<file path="src/rtl/hazard_scoreboard.sv">
// D-stage hazard controller: a shift-register scoreboard of in-flight register writers
// that drives the D-stage stall, the forwarding selects and the mult/div busy window.
module hazard_scoreboard #(
  parameter int STAGES   = 3,
  parameter int TW       = 3,
  parameter int MULT_CYC = 5,
  parameter int DIV_CYC  = 10,
  parameter int SW       = $clog2(STAGES + 1)
) (
  input  logic          clk,
  input  logic          reset,
  input  logic          d_valid,
  input  logic [4:0]    d_A1,
  input  logic [4:0]    d_A2,
  input  logic [TW-1:0] d_tuse_rs,
  input  logic [TW-1:0] d_tuse_rt,
  input  logic [4:0]    d_A3,
  input  logic          d_regwrite,
  input  logic [TW-1:0] d_tnew,
  input  logic          d_isdm,
  input  logic          d_md_start,
  input  logic          d_md_div,
  input  logic          flush,
  output logic          stall,
  output logic [SW-1:0] fwd_rs_sel,
  output logic [SW-1:0] fwd_rt_sel,
  output logic          md_busy
);

  localparam int MAXC = (MULT_CYC > DIV_CYC) ? MULT_CYC : DIV_CYC;
  localparam int CW   = $clog2(MAXC + 1);

  logic [STAGES:1] valid_q;
  logic [STAGES:1] wr_q;
  logic [4:0]      a3_q  [1:STAGES];
  logic [TW-1:0]   rem_q [1:STAGES];
  logic [CW-1:0]   mdc_q, mdc_d;

  logic          rsHit, rtHit;
  logic [SW-1:0] rsK, rtK;
  logic [TW-1:0] rsRem, rtRem;
  logic          rsHaz, rtHaz, mdHaz;
  logic          issue;
  logic [TW-1:0] remIssue;

  // Walking from the oldest entry down to E leaves the youngest match in place.
  always_comb begin
    rsHit = 1'b0;
    rtHit = 1'b0;
    rsK   = '0;
    rtK   = '0;
    rsRem = '0;
    rtRem = '0;
    for (int k = STAGES; k >= 1; k--) begin
      if (valid_q[k] && wr_q[k] && (a3_q[k] == d_A1) && (d_A1 != 5'd0)) begin
        rsHit = 1'b1;
        rsK   = SW'(k);
        rsRem = rem_q[k];
      end
      if (valid_q[k] && wr_q[k] && (a3_q[k] == d_A2) && (d_A2 != 5'd0)) begin
        rtHit = 1'b1;
        rtK   = SW'(k);
        rtRem = rem_q[k];
      end
    end
  end

  assign rsHaz      = rsHit && (rsRem > d_tuse_rs);
  assign rtHaz      = rtHit && (rtRem > d_tuse_rt);
  assign md_busy    = (mdc_q != '0);
  assign mdHaz      = d_isdm && md_busy;
  assign stall      = d_valid && !flush && (rsHaz || rtHaz || mdHaz);
  assign fwd_rs_sel = (rsHit && (rsRem == '0)) ? rsK : '0;
  assign fwd_rt_sel = (rtHit && (rtRem == '0)) ? rtK : '0;

  assign issue    = d_valid && !stall && !flush;
  assign remIssue = (d_tnew != '0) ? d_tnew - 1'b1 : '0;

  always_comb begin
    mdc_d = mdc_q;
    if (issue && d_md_start) begin
      mdc_d = d_md_div ? CW'(DIV_CYC) : CW'(MULT_CYC);
    end else if (mdc_q != '0) begin
      mdc_d = mdc_q - 1'b1;
    end
  end

  // Flush empties the scoreboard but leaves the mult/div counter running.
  always_ff @(posedge clk) begin
    if (reset) begin
      for (int k = 1; k <= STAGES; k++) begin
        valid_q[k] <= 1'b0;
        wr_q[k]    <= 1'b0;
        a3_q[k]    <= 5'd0;
        rem_q[k]   <= '0;
      end
      mdc_q <= '0;
    end else begin
      if (flush) begin
        for (int k = 1; k <= STAGES; k++) begin
          valid_q[k] <= 1'b0;
          wr_q[k]    <= 1'b0;
          a3_q[k]    <= 5'd0;
          rem_q[k]   <= '0;
        end
      end else begin
        valid_q[1] <= issue;
        wr_q[1]    <= issue && d_regwrite && (d_A3 != 5'd0);
        a3_q[1]    <= issue ? d_A3 : 5'd0;
        rem_q[1]   <= issue ? remIssue : '0;
        for (int k = 2; k <= STAGES; k++) begin
          valid_q[k] <= valid_q[k-1];
          wr_q[k]    <= wr_q[k-1];
          a3_q[k]    <= a3_q[k-1];
          rem_q[k]   <= (rem_q[k-1] != '0) ? rem_q[k-1] - 1'b1 : '0;
        end
      end
      mdc_q <= mdc_d;
    end
  end

endmodule

</file>
<file path="config.mk">
export PLATFORM = sky130hd
export DESIGN_NAME = hazard_scoreboard
export DESIGN_NICKNAME = d
export VERILOG_FILES = /design/src/rtl/hazard_scoreboard.sv
export SDC_FILE = /design/constraint.sdc
export NUM_CORES = 1
export LEC_CHECK = 0
export CORE_UTILIZATION = 49
export DETAILED_ROUTE_END_ITERATION = 7
export HOLD_SLACK_MARGIN = 0.12
export PLACE_DENSITY = 0.77
export SLEW_MARGIN = 20
export SYNTH_ARGS = -nofsm -noshare
export SYNTH_HDL_FRONTEND = slang
export SYNTH_SLANG_ARGS = --single-unit
</file>
<file path="constraint.sdc">
create_clock -name clk -period 3.75 [get_ports clk]
set_input_delay 0.75 -clock clk [delete_from_list [all_inputs] [get_ports clk]]
set_output_delay 0.75 -clock clk [all_outputs]
set_load 0.02 [all_outputs]
</file>
# Yosys cells after proc, flatten, opt, wreduce, memory -nomap -nowiden

Memories as Yosys holds them, arrays and structs flattened.
Index checks and enable logic that the tools add are counted.

Memory bits (writable): 24
Logic and storage cells: 119
Memories kept: 2
Register bits: 10

Memory list:

| name  | words | bits a word | read ports | clocked after memory_dff | wr ports | line | text |
|---|---|---|---|---|---|---|---|
| a3_q  | 3     | 5           | 3          | 0                        | 3        | 35   | `logic [4:0] a3_q [1:STAGES];` |
| rem_q | 3     | 3           | 3          | 0                        | 3        | 36   | `logic [TW-1:0] rem_q [1:STAGES];` |

Reductions and logical operators: 42
Equality and inequality tests: 6
Magnitude comparators: 2
$add $sub $neg: 4
Bitwise logic cells: 12
Mux-type cells: 48

Operators by type and width:

| operator                                          | count |
|---|---|
| 2-to-1 mux 3 bit                                  | 16 |
| 2-to-1 mux 5 bit                                  | 7 |
| equality test 5 bit                               | 6 |
| logical AND 1 bit                                 | 27 |
| 2-to-1 mux 2 bit                                  | 8 |
| nonzero test 5 bit                                | 3 |
| 2-to-1 mux 1 bit                                  | 14 |
| 2-to-1 mux 4 bit                                  | 3 |
| bitwise OR 1 bit                                  | 12 |
| nonzero test 3 bit                                | 3 |
| subtractor 3 x 1 -> 3 bit (second input constant) | 3 |
| greater-than comparator 3 bit                     | 2 |
| zero test 3 bit                                   | 2 |
| nonzero test 4 bit                                | 1 |
| subtractor 4 x 1 -> 4 bit (second input constant) | 1 |
| zero test 1 bit                                   | 2 |
| logical OR 1 bit                                  | 2 |
| nonzero test 2 bit                                | 1 |
| OR reduction 2 bit                                | 1 |

# Logic depth before layout (Yosys ltp)

Gate-level depths: netlist of run 1.

Depth in word-level cells: 16
Depth in mapped cells: 14
Mapped depth without buffers: 13

# Least setup slack after synthesis of run 1

Ideal clock, no wire load.

Path type: in2out
From: input port d_A2[0]
To: output port stall
Data required time: 3.000 ns
Path buffers: 1
Cell stages on the path: 13
Arrival: 3.334 ns
Setup slack: -0.334 ns
Path through: xor2_1 nor4_2 and2_1 buf_2 nor3b_1 o31a_1 ha_1 nor2b_1 o21a_1 o21ai_0 a31oi_2 nor3_1 nor3b_1

Cells in the longest elaborated chain, start to end: 11
Elaborated cells on any way between the ends: 21

RTL lines:

| what                            | line | text |
|---|---|---|
| start: declaration              | 14   | `input logic [4:0] d_A2,` |
| equality test 5 bit             | 60   | `if (valid_q[k] && wr_q[k] && (a3_q[k] == d_A2) && (d_A2 != 5'd0)) begin` |
| logical AND 1 bit (2 in a row)  | 60   |  |
| 2-to-1 mux 3 bit (3 in a row)   | 60   |  |
| greater-than comparator 3 bit   | 69   | `assign rtHaz = rtHit && (rtRem > d_tuse_rt);` |
| logical AND 1 bit *             | 69   |  |
| logical OR 1 bit * (2 in a row) | 72   | `assign stall = d_valid && !flush && (rsHaz \|\| rtHaz \|\| mdHaz);` |
| logical AND 1 bit *             | 72   |  |
| end: declaration                | 24   | `output logic stall,` |

Every way passes the cells marked *; elsewhere a longest branch is shown, timed or not.

# Worst setup path after layout of run 1

From: input port d_A2[3]
To: output port stall

Same word-level chain as after synthesis.

==> results.yml, run 1 <==
final_layout:
  area_growth_pct: 47.9
  layout-drive-gt1-share_pct: 30.0
  fillerInstances: 309
  seq_area_um2: 921
  final_core_util_pct: 77.5
  antenna_cells: 0
  nNetsFinal: 393
  multiInputGateArea_mm2: 0.00159
sta:
  finalWorstSetupSlack_ps: -361
  slew_viol_final: 0
  finalWorstPathRequiredPeriod_ps: 4110
  finClkSkew_ps: 7.95
  rsz0062_at_grt: "true"
  finalSetupViolations: 4
  hold_violations: 0
  max_freq_mhz: 243
  tns_ps: -424
  timing.final.crit_share_pct: 110
placement:
  place.gp.congestion: 0.932
  dp_hpwl_mm: 4.05
  numPortBuffers: 37
  pre_cts_ws_ps: -1230
hold_path:
  min-delay-start: "valid_q[1]"
  hold_path_class: "register to register"
synth:
  synth.cell_area_mm2: 0.00234
  synth_ff_type: "edfxtp_1"
  yosys_register_bits: 34
  seq_area_frac_synth_pct: 39.3
  syn_area_per_cell_um2: 9.85
  yosys_warnings: 0
  synthTopCellsByCount: "edfxtp_1 (24), inv_1 (24), and2_1 (21), nor2_1 (19)"
  async_reset_ff_share_pct: 0
  synthDistinctLibCells: 51
  syn_inst: 238
  synth.area.top_cells: "edfxtp_1 (31%), dfxtp_1 (8.5%), ha_1 (7.5%), and2_1 (5.6%), xnor2_1 (5.6%)"
  yosysTopAreaCell: "edfxtp_1"
  synth.top_cell.area_share_pct: 30.8
  synth-edff-count: 24
outcome:
  status: "finished with violations"
  violations: "design-rule violations, negative setup slack"
routing:
  vias: 2091
  top_layer: "met4"
  met2WireLength_mm: 2.90
  dr.pass1.iters: 6
  wl_met1_mm: 2.36
  final_antenna_net_count: 0
  wirelength_mm: 5.64
  drc: 4
  drt_iter0_markers: 124
  routedWlPerCell_um: 14.1
  wl_met3_um: 217
  vias_per_cell: 5.24
setup_path:
  r2r_start: "a3_q[0][12]"
  crit_arrival_ps: 3360
  endpoint_kind: "output pin"
  worst-setup-path-type: "input pin to output pin"
  cp.required_ps: 3000
  worstSetupStartpointType: "input pin"
  critPathLaunch: "d_A2[3]"
  worstPathMaxFanout: 4
floorplanning:
  num_rows: 24
  fp.dieArea_mm2: 0.00506
  core-area_mm2: 0.00447
  die_y_um: 71.2
  start_util_pct: 52.4
  die_w_um: 71.2
  ios: 38
clock_tree:
  cts-htree-levels: 2
  root_buffer: "clkbuf_8"
  worstSkewPairLatency_ps: 290
  cts_tree: "done"
  ctsHoldBuffers: 0
  cts_buffers: 5
  clock_path_buffers: 2
  cts.sinks: 34
  path_clk_slew_ps: 70
grt:
  grt_pass1_vias: 2108
  track_usage_pct: 22.7
  grt_max_degree: 17
  grt_overflow: 0
  grt_antenna_before_repair: 0
  grt_first_pass_wirelength_mm: 8.94
power:
  leakage_nw: 1.50
  ir_drop_mv: 0.330
  power_density_mw_per_mm2: 329
run:
  maxCapViolCount: 0
per-stage QoR:
step,area [um^2],hold WS [ps],std cells,total power [mW]
after floorplan,2430,430,261,0.666
after global placement,3130,437,383,0.788
after detailed placement,3130,445,383,0.801
after CTS,3290,458,394,1.13
after global routing,3470,468,399,1.19
final,3470,453,399,1.14
logic make-up after synthesis:
| family | after synthesis | share of synthesized area, % |
|---|---|---|
| DFF | 34 | 39.3 |
| adders and majority gates | 14 | 7.47 |
| xor gates and xnor gates | 30 | 11.2 |
| muxes | 6 | 2.88 |
| other | 1 | 0.160 |
| and+or+nand+nor | 100 | 26.3 |
| buffers and inverters | 27 | 4.38 |
| AOI/OAI and AO/OA | 26 | 8.28 |
critical path: stages:
cell and delay [ps]:
dlygate4sd2_1 310, buf_4 170, xnor2_1 180, nand4_1 200, nor2_1 280, nand2_1 110, o31a_1 130, ha_1 290
nor2b_1 130, o21a_1 160, o21ai_1 140, a31oi_2 70, nor3_2 210, nor3b_2 60, buf_4 160
where the power goes:
group	switching (mW)	internal, mW
sequential	0.0294	0.440
combinational	0.168	0.182
clock	0.128	0.192
total	0.326	0.814
sequential cells by signal (all words and copies together), names as in the netlist:
signal / cells
rem_q: 9
wr_q: 3
valid_q: 3
a3_q: 15
mdc_q: 4
path summary, 6_finish.rpt:
kind / end / slack, ps / cells past startpoint
hold reg to reg: valid_q[2] / 450 / 1
setup reg to reg: mdc_q[0] / 250 / 16
hold / removal: valid_q[2] / 450 / 1
setup / recovery: stall / -360 / 15
cell usage in the layout, fill, tap and decap left out, types with 5 or more instances in the layout:
| cell | n |
|---|---|
| buf_4 | 41 |
| inv_1 | 24 |
| edfxtp_1 | 24 |
| conb_1 | 24 |
| clkdlybuf4s50_1 | 22 |
| and2_1 | 20 |
| nor2_1 | 19 |
| xor2_1 | 12 |
| ha_1 | 12 |
| xnor2_1 | 11 |
| dfxtp_1 | 10 |
| nand2_1 | 8 |
| buf_6 | 7 |
| nor3_1 | 6 |
| o31a_1 | 5 |
| clkbuf_8 | 5 |
| clkbuf_2 | 5 |
metal layers:
layer	GRT usage, %	vias to the layer above
met2	39.4	58
met4	9.78	0
met3	3.85	19
li1	-	1027
met1	27.9	987
met5	0	-
cell type report:
cell class / count / area share (%)
Multi-Input combinational cell: 200 / 46.0
Sequential cell: 34 / 26.6
Timing Repair Buffer: 82 / 20.0
Inverter: 24 / 2.60
Clock buffer: 5 / 1.99
Tap cell: 52 / 1.88
Clock inverter: 2 / 0.975
what timing repair did:
action	in CTS	in global routing
pin swaps	12	26
buffers inserted	4	5
resized for setup	43	49
endpoints found under the hold margin	0	0
setup endpoints to repair	18	10
Note: power is estimated with default switching activity, not from simulation.
==> run 2, diff against run 1 <==
--- a/config.mk
+++ b/config.mk
@@ -5,10 +5,13 @@
 export SDC_FILE = /design/constraint.sdc
 export NUM_CORES = 1
 export LEC_CHECK = 0
-export CORE_UTILIZATION = 49
+export CELL_PAD_IN_SITES_DETAIL_PLACEMENT = 0
+export CELL_PAD_IN_SITES_GLOBAL_PLACEMENT = 1
+export CORE_UTILIZATION = 37
+export CTS_CLUSTER_DIAMETER = 50
 export DETAILED_ROUTE_END_ITERATION = 7
 export HOLD_SLACK_MARGIN = 0.12
-export PLACE_DENSITY = 0.77
+export PLACE_DENSITY_LB_ADDON = 0.1
 export SLEW_MARGIN = 20
 export SYNTH_ARGS = -nofsm -noshare
 export SYNTH_HDL_FRONTEND = slang
==> results.yml, run 2 (synthesis results as in run 1) <==
final_layout:
  antenna_cells: 0
  area_growth_pct: 50.2
  nNetsFinal: 397
  regMostFlops: "a3_q"
  largestRegisters: "a3_q: 15 flops, rem_q: 9 flops, mdc_q: 4 flops"
  stdcell_area_mm2: 0.00352
  layout-drive-gt1-share_pct: 30.1
  fillerInstances: 574
  final_common_cell: "buf_4"
  largest_reg_flops: 15
  final_cell_mix: "buf_4 (46), inv_1 (24), edfxtp_1 (24), conb_1 (24), clkdlybuf4s50_1 (22)"
sta:
  whs_ps: 460
  slew_viol_final: 0
  finalWorstSetupSlack_ps: -289
  finalSetupViolations: 1
  finClkSkew_ps: 9.54
  finalWorstPathRequiredPeriod_ps: 4040
  hold_violations: 0
  max_freq_mhz: 248
  rsz0062_at_grt: "true"
  timing.final.crit_share_pct: 108
hold_path:
  whs_path_depth: 1
  hold_end: "wr_q[3]"
  min-delay-start: "wr_q[2]"
  hold_path_class: "register to register"
setup_path:
  endpoint_kind: "output pin"
  worst-setup-path-type: "input pin to output pin"
  crit_arrival_ps: 3290
  rr_worst_depth: 15
  r2r_setup_slack_ps: 160
  worstSetupStartpointType: "input pin"
  cp.required_ps: 3000
  reg2reg_to: "mdc_q[0]"
  worstPathMaxFanout: 4
  r2r_start: "a3_q[0][14]"
placement:
  placed_cell_area_mm2: 0.00319
  place.gp.congestion: 0.821
  numPortBuffers: 37
  dp_hpwl_mm: 4.18
power:
  leakage_nw: 1.56
  ir_drop_mv: 0.314
  power_density_mw_per_mm2: 346
outcome:
  violations: "negative setup slack"
  status: "finished with violations"
clock_tree:
  cts_buffers: 5
  path_clk_slew_ps: 80
  worstSkewPairLatency_ps: 280
  clock_path_buffers: 2
  cts_tree: "done"
  root_buffer: "clkbuf_8"
  cts-htree-levels: 2
  cts.sinks: 34
  ctsHoldBuffers: 0
grt:
  grt_pass1_vias: 1881
  grt_first_pass_wirelength_mm: 8.58
  track_usage_pct: 17.3
  grt_max_degree: 17
  grt_antenna_before_repair: 0
  grt_overflow: 0
routing:
  final_antenna_net_count: 0
  vias_per_cell: 4.59
  drt_iter0_markers: 52
  vias: 1962
  wirelength_mm: 5.25
  drc: 0
  dr.pass1.iters: 4
  routedWlPerCell_um: 12.3
floorplanning:
  core-area_mm2: 0.00603
  start_util_pct: 38.9
  die_y_um: 81.6
  ios: 38
  fp.dieArea_mm2: 0.00666
  num_rows: 28
  die_w_um: 81.6
run:
  maxCapViolCount: 0
==> run 2: where the power goes <==
part,internal (mW),switching [mW]
Clock,0.266,0.145
Sequential,0.439,0.0284
Combinational,0.180,0.159
==> run 2: timing repair <==
item | in CTS | in global routing
gates cloned | 0 | 0
setup endpoints to repair | 18 | 16
pin swaps | 19 | 27
buffers inserted | 6 | 4
gates resized for setup | 52 | 27
==> run 2: worst max-delay path, stage by stage <==
cell and delay (ps):
buf_2 120, buf_6 130, xnor2_2 160, nand4_1 160
nor4b_4 310, buf_4 160, buf_4 110, o31a_1 170
ha_1 250, buf_4 130, a32oi_1 180, o31a_1 260
nor3_2 60, nor3b_2 160, buf_4 160
==> run 2: layout make-up <==
type | count | area, um^2 | share of cell area [%]
timing repair buffer | 86 | 714 | 20.3
inverter | 24 | 90.1 | 2.56
clock buffer | 5 | 68.8 | 1.96
tap | 75 | 93.8 | 2.67
clock inverter | 3 | 68.8 | 1.96
multi-input combinational | 200 | 1560 | 44.4
sequential | 34 | 921 | 26.2
==> run 2: worst max-delay path by stage <==
| stage | start | endpoint | slack, ps |
|---|---|---|---|
| 2_1_floorplan | d_A2[0] | stall | -150 |
| 3_3_place_gp | d_A1[4] | stall | -1250 |
| 3_5_place_dp | d_A1[4] | stall | -1280 |
| 4_1_cts | d_A1[0] | stall | -430 |
| 5_1_grt | d_A1[4] | stall | -440 |
| 6_report | d_A1[4] | stall | -290 |
==> run 2: routing by layer <==
metal / GRT usage, % / wire, um / up-vias
li1: - / - / 1033
met1: 23.2 / 2590 / 892
met2: 28.8 / 2420 / 32
met3: 2.67 / 182 / 5
met4: 4.74 / 61 / 0
met5: 0 / 0 / -
==> run 2: through the flow <==
step	std cells	TNS [ps]	worst slack, ps	utilization (%)	power, mW
detailed placement	410	-10150	-1280	52.9	0.801
finish	427	-289	-289	58.4	1.22
CTS	423	-433	-433	57.0	1.22
global route	427	-578	-437	58.4	1.29
floorplan	261	-153	-153	-	0.666
global placement	410	-9570	-1250	52.9	0.798
==> patch 1: new RTL, flow settings as in run 2 <==
Add an input register stage for `d_md_div`, without a reset; this delays it by one clock. The other inputs are not delayed to match.
--- a/src/rtl/hazard_scoreboard.sv
+++ b/src/rtl/hazard_scoreboard.sv
@@ -29,6 +29,12 @@
 
   localparam int MAXC = (MULT_CYC > DIV_CYC) ? MULT_CYC : DIV_CYC;
   localparam int CW   = $clog2(MAXC + 1);
+
+  logic d_md_div_q;
+
+  always_ff @(posedge clk) begin
+    d_md_div_q <= d_md_div;
+  end
 
   logic [STAGES:1] valid_q;
   logic [STAGES:1] wr_q;
@@ -79,7 +85,7 @@
   always_comb begin
     mdc_d = mdc_q;
     if (issue && d_md_start) begin
-      mdc_d = d_md_div ? CW'(DIV_CYC) : CW'(MULT_CYC);
+      mdc_d = d_md_div_q ? CW'(DIV_CYC) : CW'(MULT_CYC);
     end else if (mdc_q != '0) begin
       mdc_d = mdc_q - 1'b1;
     end
Function: changed (Yosys sat finds a counterexample within 10 cycles, from zero or initial values and one cycle with reset high).
==> patch 1 against run 2 <==
- the run still ends with negative setup slack left
- routed wire length rose by 1.7%
- synthesized area is 0.37% lower
- first-iteration DRC count is 37% higher
- critical path type unchanged
- largest cell class unchanged
- power decreased by 4.6%
- worst setup slack lost 0.062 ns
- highest routed layer unchanged
- largest power group unchanged
- critical path depth is the same
- design area shrank 0.39%
- sequential cell count rose by 1
- non-clock buffer count rose by 6
==> patch 1: results (changes against run 2) <==
* Placed Cells at 416 (+1.5%)
* GR Util met3 at 4.11% (+1.4 points)
* Final Non-Filler Cells at 432 (+1.2%)
* Clock Skews at 0.00867 ns (-0.000870 ns)
* Global Route Usage Sum at 17.8% (+0.51 points)
* Synth cell types at 44 (-14%)
* First-pass GRT wire length at 8780 um (+2.3%)
* Met2 WL at 2500 um (+3.5%)
* Placer Congestion at 0.780 (-5.0%)
* Failing checks: negative setup slack
* Compound-cell area share of the yosys netlist at 8.52% (+0.25 points)
* Setup TNS at -0.351 ns (-0.0619 ns)
* Synth top area cells: edfxtp_1 (31%), dfxtp_1 (9.4%), ha_1 (7.5%)
* Worst VDD drop at 0.248 mV (-21%)
* Post-Synth XOR/XNOR Area at 12.0% (+0.79 points)
* Dpl hpwl at 4260 um (+1.8%)
* Status: finished with violations
* Critical-path top delay cell: o311a_1
* Setup ws final at -0.351 ns (-0.0619 ns)
* WL met1 at 2650 um (+2.1%)
* Vias at 1,996 (+1.7%)
* DR WL/cell at 12.4 um (+0.48%)
* Final setup fails at 1 (unchanged)
* GR Util met1 at 23.7% (+0.45 points)
* Mux contribution to synthesized area at 2.30% (-0.58 points)
* WL met3 at 155 um (-15%)
* Family with the most delay on the worst path: compound AO/OA/AOI/OAI gates
* Worst r2r src: a3_q[0][7]
## patch 1: cell families after synthesis
| kind of cell | Yosys count |
|---|---|
| mux | 5 |
| xor+xnor | 32 |
| compound gates | 26 |
| other cells | 1 |
| buf+inv | 26 |
| flops | 35 |
| fa+ha+maj | 14 |
| simple gates | 98 |
## patch 1: power breakdown
part	total, mW	internal [mW]	switching, mW
logic	0.336	0.176	0.160
clock network	0.349	0.200	0.149
registers	0.476	0.450	0.0260
## patch 1: final timing paths
kind | to | slack, ns | cells past startpoint
max | stall | -0.35 | 15
min | valid_q[2] | 0.46 | 1
max reg2reg | mdc_q[2] | 0.35 | 15
min reg2reg | valid_q[2] | 0.46 | 1
## patch 1: cell type report
cell class / instances / area (um^2)
Multi-Input combinational cell: 199 / 1510
Inverter: 23 / 86.3
Sequential cell: 35 / 941
Clock buffer: 5 / 68.8
Tap cell: 75 / 93.8
Clock inverter: 3 / 46.3
Timing Repair Buffer: 92 / 758
Fill cell: 550 / 2480
==> patch 2: new RTL, config.mk and constraints of run 2 <==
Without the edit above. Set the parameter `STAGES` to 2 (it was 3).
--- a/src/rtl/hazard_scoreboard.sv
+++ b/src/rtl/hazard_scoreboard.sv
@@ -1,7 +1,7 @@
 // D-stage hazard controller: a shift-register scoreboard of in-flight register writers
 // that drives the D-stage stall, the forwarding selects and the mult/div busy window.
 module hazard_scoreboard #(
-  parameter int STAGES   = 3,
+  parameter int STAGES   = 2,
   parameter int TW       = 3,
   parameter int MULT_CYC = 5,
   parameter int DIV_CYC  = 10,
Function: changed (Yosys sat finds a counterexample within 4 cycles, from zero or initial values and one cycle with reset high).
==> patch 2 against run 2 <==
- the run still ends with negative setup slack left
- routed wire length down 31%
- synthesized area shrank 28%
- worst setup slack better by 0.21 ns
- power shrank 29%
- design area decreased by 27%
- register-to-register slack improved by 0.40 ns
- synthesized cell count decreased by 26%
- via count down 27%
- non-clock buffer count shrank 27
- hold slack worse by 0.0030 ns
- global-route usage is 1.4 points lower
- critical path depth decreased by 2
- sequential cell count decreased by 10
==> patch 2: results (changes against run 2) <==
* Leakage power at 1.15 nW (-26%)
* Htree depth at 1 (-1)
* Clk buf depth at 2 (unchanged)
* Hold path startpoint: valid_q[1]
* Total chip power at 0.870 mW (-29%)
* Sequential Power at 0.343 mW (-27%)
* Synth cell types at 43 (-16%)
* Area post-placement at 2290 um^2 (-28%)
* Clock Latency Late Sink at 0.26 ns (-0.02 ns)
* Largest net degree at the start of global routing at 15 (-2)
* Cells on worst reg2reg path at 12 (-3)
* Crit Path Max Fanout at 2 (-2)
* DRT Wirelength at 3610 um (-31%)
* Starting DRT DRC Count at 50 (-3.8%)
* Worst VDD drop at 0.248 mV (-21%)
* Vias per cell at 4.71 (+2.4%)
* Dpl hpwl at 2880 um (-31%)
* Crit path DAT at 3.08 ns (-0.21 ns)
* Mux contribution to synthesized area at 3.55% (+0.66 points)
* Failing checks: negative setup slack
* Hold slack at 0.457 ns (-0.00295 ns)
* Syn avg cell area at 9.67 um^2 (-1.8%)
* Biggest regs: a3_q (10), rem_q (6), mdc_q (4)
* Worst reg2reg endpoint: mdc_q[3]
* Final setup fails at 1 (unchanged)
* Compound-cell area share of the yosys netlist at 7.98% (-0.29 points)
* Post-synth EDFFs at 16 (-33%)
* Worst Hold Path EP: valid_q[2]
* Place WS at -0.926 ns (+0.358 ns)
* Placer Congestion at 0.815 (-0.67%)
* Family with the most delay on the worst path: simple AND/OR/NAND/NOR gates
* Placed Cells at 293 (-29%)
* Worst r2r src: a3_q[1][2]
* Power share of the combinational group at 35.2% (+7.4 points)
* Synth top area cells: edfxtp_1 (28%), dfxtp_1 (9.5%), ha_1 (8.9%)
* Layout cell share with drive strength beyond 1 at 27.9% (-2.2 points)
* Critical path origin: d_A2[3]
* Seq/Total Area, Yosys at 37.8% (-1.5 points)
* Commonest cells post-synth: inv_1 (24), xnor2_1 (17), edfxtp_1 (16), nor2_1 (16), ha_1 (12)
* Status: finished with violations
* CP max stage delay at 0.53 ns (+0.22 ns)
* FF-to-FF setup slack at 0.56 ns (+0.40 ns)
* Drt pass-1 iters at 4 (unchanged)
* Global Route Usage Sum at 15.9% (-1.4 points)
* Setup TNS at -0.0839 ns (+0.205 ns)
* Layout fillers at 387 (-33%)
* First-pass GRT wire length at 6190 um (-28%)
* Post-Synth XOR/XNOR Area at 10.3% (-0.86 points)
* Vias in the first global route at 1,478 (-21%)
* Critical-path top delay cell: or4_4
* Worst min path class: reg2reg
* Diodes inserted at 0 (unchanged)
* CTS buffer count at 3 (-2)
* Clock Skews at 0.00358 ns (-0.00596 ns)
* NetSw at 0.246 mW (-26%)
* Final Non-Filler Cells at 303 (-29%)
* Post-synthesis adder-cell area fraction at 8.87% (+1.4 points)
* GR Overflow Total at 0 (unchanged)
* Setup ws final at -0.0839 ns (+0.205 ns)
==> patch 2: changes by cell type after synthesis, moves of 3 or more <==
cell and delta:
o31a_1 -5, nor2_1 -3, and2_1 -12, edfxtp_1 -8, nor4_1 -4, nor3b_1 -6
mux2_4 +3, mux2i_1 -3, xor2_1 -12
==> patch 2: timing repair <==
action	4_1_cts	5_1_grt
hold buffers	0	0
gates resized for setup	49	21
setup endpoints to repair	3	3
pin swaps	18	22
setup buffers	3	3
==> patch 2: final cells by class <==
| class | count | area, um^2 | area share [%] |
|---|---|---|---|
| clock buffer | 3 | 41.3 | 1.61 |
| multi-input combinational | 140 | 1160 | 45.3 |
| sequential | 24 | 641 | 24.9 |
| tap | 52 | 65.1 | 2.53 |
| inverter | 24 | 90.1 | 3.50 |
| clock inverter | 1 | 30.0 | 1.17 |
| timing repair buffer | 59 | 541 | 21.0 |
==> patch 2: layer usage <==
metal	share of wire, %	global-route usage [%]
met4	1.5	6.67
met2	50	27.9
met5	0	0
met1	45	19.6
met3	3.9	1.89
